--- src/rtl/uart_mmio_master.sv ---
// rtl/uart_mmio_master.sv - UART-framed command decoder issuing 32-bit MMIO reads/writes and byte replies.
// Optional inter-byte timeout enabled by defining UART_MST_TIMEOUT_EN.
module uart_mmio_master #(
  parameter logic [7:0] ACK_BYTE       = 8'h4B,
  parameter logic [7:0] NAK_BYTE       = 8'h3F,
  parameter int         TIMEOUT_CYCLES = 1_000_000,
  parameter int         TO_BITS        = 20
) (
  input  logic        clk,
  input  logic        rst_n,
  input  logic [7:0]  rx_data,
  input  logic        rx_valid,
  output logic [7:0]  tx_data,
  output logic        tx_start,
  input  logic        tx_busy,
  output logic        bus_en,
  output logic        bus_we,
  output logic [31:0] bus_addr,
  output logic [31:0] bus_wdata,
  input  logic [31:0] bus_rdata,
  output logic        active,
  output logic        err_timeout
);

  localparam logic [7:0] CMD_WRITE = 8'h57;
  localparam logic [7:0] CMD_READ  = 8'h52;

  typedef enum logic [2:0] {
    IDLE, GET_ADDR, GET_DATA, BUS, LOAD_TX, TX_PULSE, TX_WAIT
  } state_t;

  state_t      state, state_nx;
  logic        is_write;
  logic [1:0]  byte_cnt;
  logic [2:0]  resp_cnt;
  logic [31:0] resp_sr;
  logic        timeout_hit;

`ifdef UART_MST_TIMEOUT_EN
  logic [TO_BITS-1:0] to_cnt;
  logic               err_q;

  assign timeout_hit = (state == GET_ADDR || state == GET_DATA) && !rx_valid &&
                       (to_cnt == TO_BITS'(TIMEOUT_CYCLES - 1));
  assign err_timeout = err_q;

  always_ff @(posedge clk or negedge rst_n) begin
    if (!rst_n) begin
      to_cnt <= '0;
      err_q  <= 1'b0;
    end else begin
      err_q <= timeout_hit;
      if ((state == GET_ADDR || state == GET_DATA) && !rx_valid && !timeout_hit)
        to_cnt <= to_cnt + 1'b1;
      else
        to_cnt <= '0;
    end
  end
`else
  assign timeout_hit = 1'b0;
  assign err_timeout = 1'b0;
`endif

  assign bus_en   = (state == BUS);
  assign bus_we   = (state == BUS) && is_write;
  assign tx_start = (state == TX_PULSE);
  assign active   = (state != IDLE);

  always_ff @(posedge clk or negedge rst_n) begin
    if (!rst_n) state <= IDLE;
    else        state <= state_nx;
  end

  always_comb begin
    state_nx = state;
    case (state)
      IDLE:
        if (rx_valid)
          state_nx = (rx_data == CMD_WRITE || rx_data == CMD_READ) ? GET_ADDR : LOAD_TX;
      GET_ADDR:
        if (timeout_hit)
          state_nx = IDLE;
        else if (rx_valid && byte_cnt == 2'd3)
          state_nx = is_write ? GET_DATA : BUS;
      GET_DATA:
        if (timeout_hit)
          state_nx = IDLE;
        else if (rx_valid && byte_cnt == 2'd3)
          state_nx = BUS;
      BUS:      state_nx = LOAD_TX;
      LOAD_TX:  if (!tx_busy) state_nx = TX_PULSE;
      TX_PULSE: state_nx = TX_WAIT;
      TX_WAIT:  state_nx = (resp_cnt > 3'd1) ? LOAD_TX : IDLE;
      default:  state_nx = IDLE;
    endcase
  end

  // Replies always leave from resp_sr[31:24]; single-byte replies are parked there.
  always_ff @(posedge clk or negedge rst_n) begin
    if (!rst_n) begin
      is_write  <= 1'b0;
      byte_cnt  <= 2'd0;
      resp_cnt  <= 3'd0;
      resp_sr   <= 32'd0;
      tx_data   <= 8'd0;
      bus_addr  <= 32'd0;
      bus_wdata <= 32'd0;
    end else begin
      case (state)
        IDLE:
          if (rx_valid) begin
            is_write <= (rx_data == CMD_WRITE);
            byte_cnt <= 2'd0;
            if (rx_data != CMD_WRITE && rx_data != CMD_READ) begin
              resp_sr  <= {NAK_BYTE, 24'd0};
              resp_cnt <= 3'd1;
            end
          end
        GET_ADDR:
          if (rx_valid && !timeout_hit) begin
            bus_addr <= {bus_addr[23:0], rx_data};
            byte_cnt <= byte_cnt + 2'd1;
          end
        GET_DATA:
          if (rx_valid && !timeout_hit) begin
            bus_wdata <= {bus_wdata[23:0], rx_data};
            byte_cnt  <= byte_cnt + 2'd1;
          end
        BUS:
          if (is_write) begin
            resp_sr  <= {ACK_BYTE, 24'd0};
            resp_cnt <= 3'd1;
          end else begin
            resp_sr  <= bus_rdata;
            resp_cnt <= 3'd4;
          end
        LOAD_TX:
          if (!tx_busy) tx_data <= resp_sr[31:24];
        TX_WAIT:
          if (resp_cnt > 3'd1) begin
            resp_sr  <= {resp_sr[23:0], 8'd0};
            resp_cnt <= resp_cnt - 3'd1;
          end else begin
            resp_cnt <= 3'd0;
          end
        default: ;
      endcase
    end
  end

endmodule

--- config.mk ---
export PLATFORM = sky130hd
export DESIGN_NAME = uart_mmio_master
export DESIGN_NICKNAME = d
export VERILOG_FILES = /design/src/rtl/uart_mmio_master.sv
export SDC_FILE = /design/constraint.sdc
export NUM_CORES = 1
export LEC_CHECK = 0
export CORE_UTILIZATION = 49
export DETAILED_ROUTE_END_ITERATION = 16
export GPL_TIMING_DRIVEN = 0
export HOLD_SLACK_MARGIN = 0.05
export PLACE_DENSITY_LB_ADDON = 0.2
export SLEW_MARGIN = 30
export SYNTH_ARGS = -nofsm -noshare
export SYNTH_HDL_FRONTEND = slang
export SYNTH_SLANG_ARGS = --single-unit
--- constraint.sdc ---
create_clock -name clk -period 2.65 [get_ports clk]
set_input_delay 0.3975 -clock clk [delete_from_list [all_inputs] [get_ports clk]]
set_output_delay 0.3975 -clock clk [all_outputs]
set_load 0.01 [all_outputs]
* After elaboration in Yosys (flattened, before gate mapping)
Cells that the tools add are included.
Cells by class: multiply operators 0, bitwise operators 1, divide/modulo/power cells 0, muxes and demuxes 21, shift-type cells 0, add/subtract/negate cells 2, equality and inequality tests 18, order comparisons 1, reductions and logical operators 17
Operators with widths (number):
- $mux W32 | 4
- $pmux W32 S3 | 1
- $mux W3 | 10
- $pmux W3 S7 | 1
- $eq A8 B7 Y1 const B | 2
- $ne A8 B7 Y1 const B | 2
- $ne A2 B2 Y1 const B | 6
- $eq A3 B3 Y1 const B | 3
- $pmux W3 S3 | 1
- $reduce_and A2 Y1 | 4
- $reduce_and A4 Y1 | 2
- $eq A3 B2 Y1 const B | 2
- $reduce_and A3 Y1 | 2
- $reduce_bool A3 Y1 | 2
- $mux W2 | 2
- $pmux W2 S2 | 1
- $eq A3 B1 Y1 const B | 1
- $gt A3 B1 Y1 const B | 1
- $logic_and A1 B1 Y1 | 3
- $logic_not A3 Y1 | 1
- $sub A3 B1 Y3 const B | 1
- $add A2 B1 Y2 const B | 1
- $eq A2 B2 Y1 const B | 1
- $ne A2 B1 Y1 const B | 1
- other kinds (5) | 5
Storage, ports and cells: memory bits (read-only) 0, memory bits (writable) 0, bits in registers 113, input bits 44, latch bits 0, memories 0

* Depth between registers and ports, before layout
depth in word-level cells 5, mapped depth 8, depth with buffers taken out 6

* Worst setup path after synthesis
Ideal clock, no wire load.
path kind reg2reg, start point reg state[0], end point reg resp_sr[11], cell stages (with the launch flop) 7, required time 2.525 ns, period minus slack after synthesis 1.857 ns, arrival 1.731 ns, setup slack 0.793 ns, path through dfrtp_1 or3b_4 a22oi_4 o221a_2 buf_6 buf_12 mux2_4
Between the ends: word-level cells in the longest chain between the ends 3
Ends and longest elaborated chain:
- start: declaration | RTL line 32 | state_t state, state_nx;
- start signal: assignment | RTL line 71 | else state <= state_nx;
- $eq A3 B3 Y1 (tied with other cells) | RTL line 109 | case (state)
- $ne A2 B2 Y1 (no source line) / $reduce_bool A3 Y1 (equally long branches)
- $reduce_and A4 Y1 (no source line)
- end signal: assignment | RTL line 115 | resp_sr <= {NAK_BYTE, 24'd0};
- end signal: assignment | RTL line 131 | resp_sr <= {ACK_BYTE, 24'd0};
- end signal: assignment | RTL line 134 | resp_sr <= bus_rdata;
- end: declaration | RTL line 36 | logic [31:0] resp_sr;
Several ways; a longest one is shown, not always the timed one. A chain may end at the register's enable or synchronous reset.

* Worst setup path in the final report
start point reg state[1], end point out bus_we
Between the ends: word-level cells in the longest chain between the ends 2
Ends and longest elaborated chain:
- $eq A3 B2 Y1 | RTL line 65 | assign bus_we = (state == BUS) && is_write;
- $logic_and A1 B1 Y1 | RTL line 65
- end: declaration | RTL line 17 | output logic bus_we,
Every way passes these cells.

==> metrics.csv <==
stage,metric,value,unit
outcome,outcome,"complete, no violations",
worst_setup_path,Crit. path cell count,5,
worst_setup_path,CP max stage cell,clkdlybuf4s50_1,
clock_tree,Clock Latency Late Sink,510,ps
worst_setup_path,r2r startpoint,state[0]$_DFFE_PN0P_,
floorplan,row count,36,
clock_tree,clock sink total,113,
detailed_routing,final antenna-violating net count,0,
sta,Final Hold Fails,0,
logic_synthesis,Yosys cell types,47,
logic_synthesis,syn_nets,393,
worst_setup_path,Critical Path Fanout Max,10,
worst_hold_path,Hold Path Class,primary input to async pin,
place,hpwl dp,7490,um
logic_synthesis,sequential area share after synthesis,57.4,%
worst_setup_path,CP max stage delay,530,ps
grt,first-pass GRT wire length,17700,um
worst_setup_path,kind of critical path,register to output port,
power,Max VDD drop,0.000604,V
sta,Slew HR,48.7,%
worst_setup_path,R2R Setup Slk,630,ps
sta,setup_tns,0,ps
place,GPL Wtd Cong,0.862,
sta,Final setup viols,0,
final_layout,fin nets,533,
power,leakage,3.11,nW
place,IO buf count,119,
clock_tree,post-CTS setup buffers,0,
clock_tree,clock-pin slew on the worst setup and hold paths,50,ps
clock_tree,Inserted Clock Buffers,17,
worst_setup_path,Worst Path Required,2250,ps
sta,Fmax achieved,0.394,GHz
detailed_routing,initial DRC count,185,
logic_synthesis,Synth Flop Type,dfrtp_1,
worst_setup_path,R2R Path End,resp_sr[23]$_DFFE_PN0P_,
sta,Tmin final,2540,ps
worst_setup_path,Startpoint Class,register,
grt,largest net degree at the start of global routing,79,
sta,skew final,9.27,ps
logic_synthesis,"EDFF count, synth",0,
worst_setup_path,Setup crit start,state[1]$_DFFE_PN0P_,
detailed_routing,Routed WL,10900,um
final_layout,fin area,6950,um^2
grt,global-route usage over all layers,22.9,%
floorplan,Die X,102,um
clock_tree,CTS tree,yes,
logic_synthesis,synth warn,0,
floorplan,Die Y,102,um
worst_setup_path,Buf/Inv on CP,3,
grt,grt ovf,0,
final_layout,Syn-to-layout area delta,41.0,%
floorplan,die area,10500,um^2
detailed_routing,# DRC,0,
worst_setup_path,family with the most delay on the worst path,buffers and inverters,
logic_synthesis,Netlist Area Pre-Place,4930,um^2
final_layout,most frequent cells in the layout,"117 x clkdlybuf4s50_1, 113 x dfrtp_1, 77 x mux2_2, 26 x a22o_1, 20 x mux2_4",
logic_synthesis,Gate Count Post-Synth,346,
final_layout,Sequential Area,2830,um^2
place,placed inst area,6320,um^2
clock_tree,Root Buffer,clkbuf_8,
clock_tree,Max Buffers Root-to-Sink,2,
grt,vias in the first global route,3469,
power,power per standard cell area,1130,nW/um^2
detailed_routing,wire per inst,17.2,um
worst_setup_path,CP Capture Type,output port,
grt,initial antenna violation count,0,
detailed_routing,router iterations before antenna repair,4,
clock_tree,H-tree Lvls,4,
floorplan,area of the core,9770,um^2
final_layout,share of layout cells above drive strength 1,31.1,%
worst_setup_path,Reg2Reg Depth,6,
logic_synthesis,synthesized flop and latch total,113,
logic_synthesis,fraction of registers with async set/reset,100,%
power,Power Total,0.00782,W
floorplan,Initial Util,50.4,%
sta,worst slew pin tran,769,ps
flow_run,# Max-Cap Violations,0,
final_layout,Fill cells,698,
detailed_routing,vias per cell,5.29,
detailed_routing,DR vias,3345,
final_layout,Multi-input gate area,1960,um^2
worst_setup_path,critical-path cell list,buf_2 > nand3b_1 > inv_2 > and2_1 > clkdlybuf4s50_1,
final_layout,number of antenna diodes,0,
sta,crit share post-route,95.8,%
final_layout,"most common cell after layout, fill and taps aside",clkdlybuf4s50_1,
logic_synthesis,Syn Area/Cell,14.2,um^2
sta,RSZ-0062 raised after global routing,no,
floorplan,Top Ports,121,
sta,max-slew violations,0,
worst_setup_path,arrival time at the worst endpoint,2140,ps
## cells by family after synthesis
logic type               synth area share (%)
AO/OA/AOI/OAI                            8.99
XOR/XNOR                                0.356
adder cells (fa/ha/maj)                 0.762
buffers and inverters                    2.95
flip-flops                               57.4
multiplexers                             23.7
other                                  0.0761
AND/OR/NAND/NOR                          5.77
## worst max-delay path by stage
stage	slack [ps]	to
floorplan	790	resp_sr[11]$_DFFE_PN0P_
global placement	-3070	bus_addr[29]$_DFFE_PN0P_
detailed placement	80	resp_sr[23]$_DFFE_PN0P_
CTS	40	bus_we
global route	5	bus_we
finish	110	bus_we
## registers in the layout, indices dropped and copies added, names as in the netlist
name and flops:
resp_sr 32, is_write 1, bus_wdata 32, tx_data 8, resp_cnt 3, bus_addr 32, state 3, byte_cnt 2
## report_power, final
part	internal, W	leakage (nW)	total [W]	switching [W]
clock	0.00153	0.294	0.00228	0.000750
sequential	0.00228	1.45	0.00267	0.000393
combinational	0.00168	1.36	0.00287	0.00119
total	0.00549	3.11	0.00782	0.00234
## repair_timing
action	in CTS	in global routing
hold buffers	1	0
resized for setup	3	5
setup endpoints to repair	2	2
pin swaps	0	0
endpoints found under the hold margin	35	0
## cell usage after synthesis, types with 2 or more instances
library cell  number  share of area (%)
a21oi_1            5               0.51
a22o_1            26                4.6
buf_12             2               0.81
buf_2              9               0.91
clkbuf_1           5               0.38
dfrtp_1          113                 57
ha_1               3               0.76
inv_1              5               0.38
mux2_2            77                 18
mux2_4            20                6.1
nand2_1           15                1.1
nand2b_1           4               0.51
nand3_1            7               0.71
nand3b_1           2               0.30
nor2_1             4               0.30
nor2b_1            5               0.64
o21ai_0           10                1.0
o221ai_1           2               0.36
o22ai_1            4               0.51
## layout make-up
cell class	count	share of cell area [%]
tap	133	2.40
buffer	19	1.96
clock inverter	9	1.86
timing repair buffer	121	17.8
multi-input combinational	209	28.2
clock buffer	23	6.86
sequential	113	40.7
inverter	5	0.270
## layer usage
metal  vias up  global-route usage (%)  wire length, um
met5         -                       0                0
met4         0                    11.2              225
met3        21                    6.36              421
met2        82                    35.3             5390
met1      1693                    30.0             4820
li1       1549                       -                -
## worst reg2reg max path, stage by stage (launching register included)
cell     delay, ps
dfrtp_1        430
or3b_4         430
a22oi_4        210
o221a_2        220
buf_6          150
buf_12         160
mux2_4         310
## per-stage QoR
step | setup slack [ps] | std cells | utilization [%] | hold slack, ps
floorplan | 793 | 346 | - | 102
CTS | 36.0 | 632 | 71.0 | 338
global route | 5.33 | 632 | 71.1 | 357
finish | 111 | 632 | 71.1 | 360
global placement | -3070 | 598 | 64.3 | 489
detailed placement | 77.6 | 599 | 64.6 | 284
No activity file was read; power rests on OpenSTA's default activity.
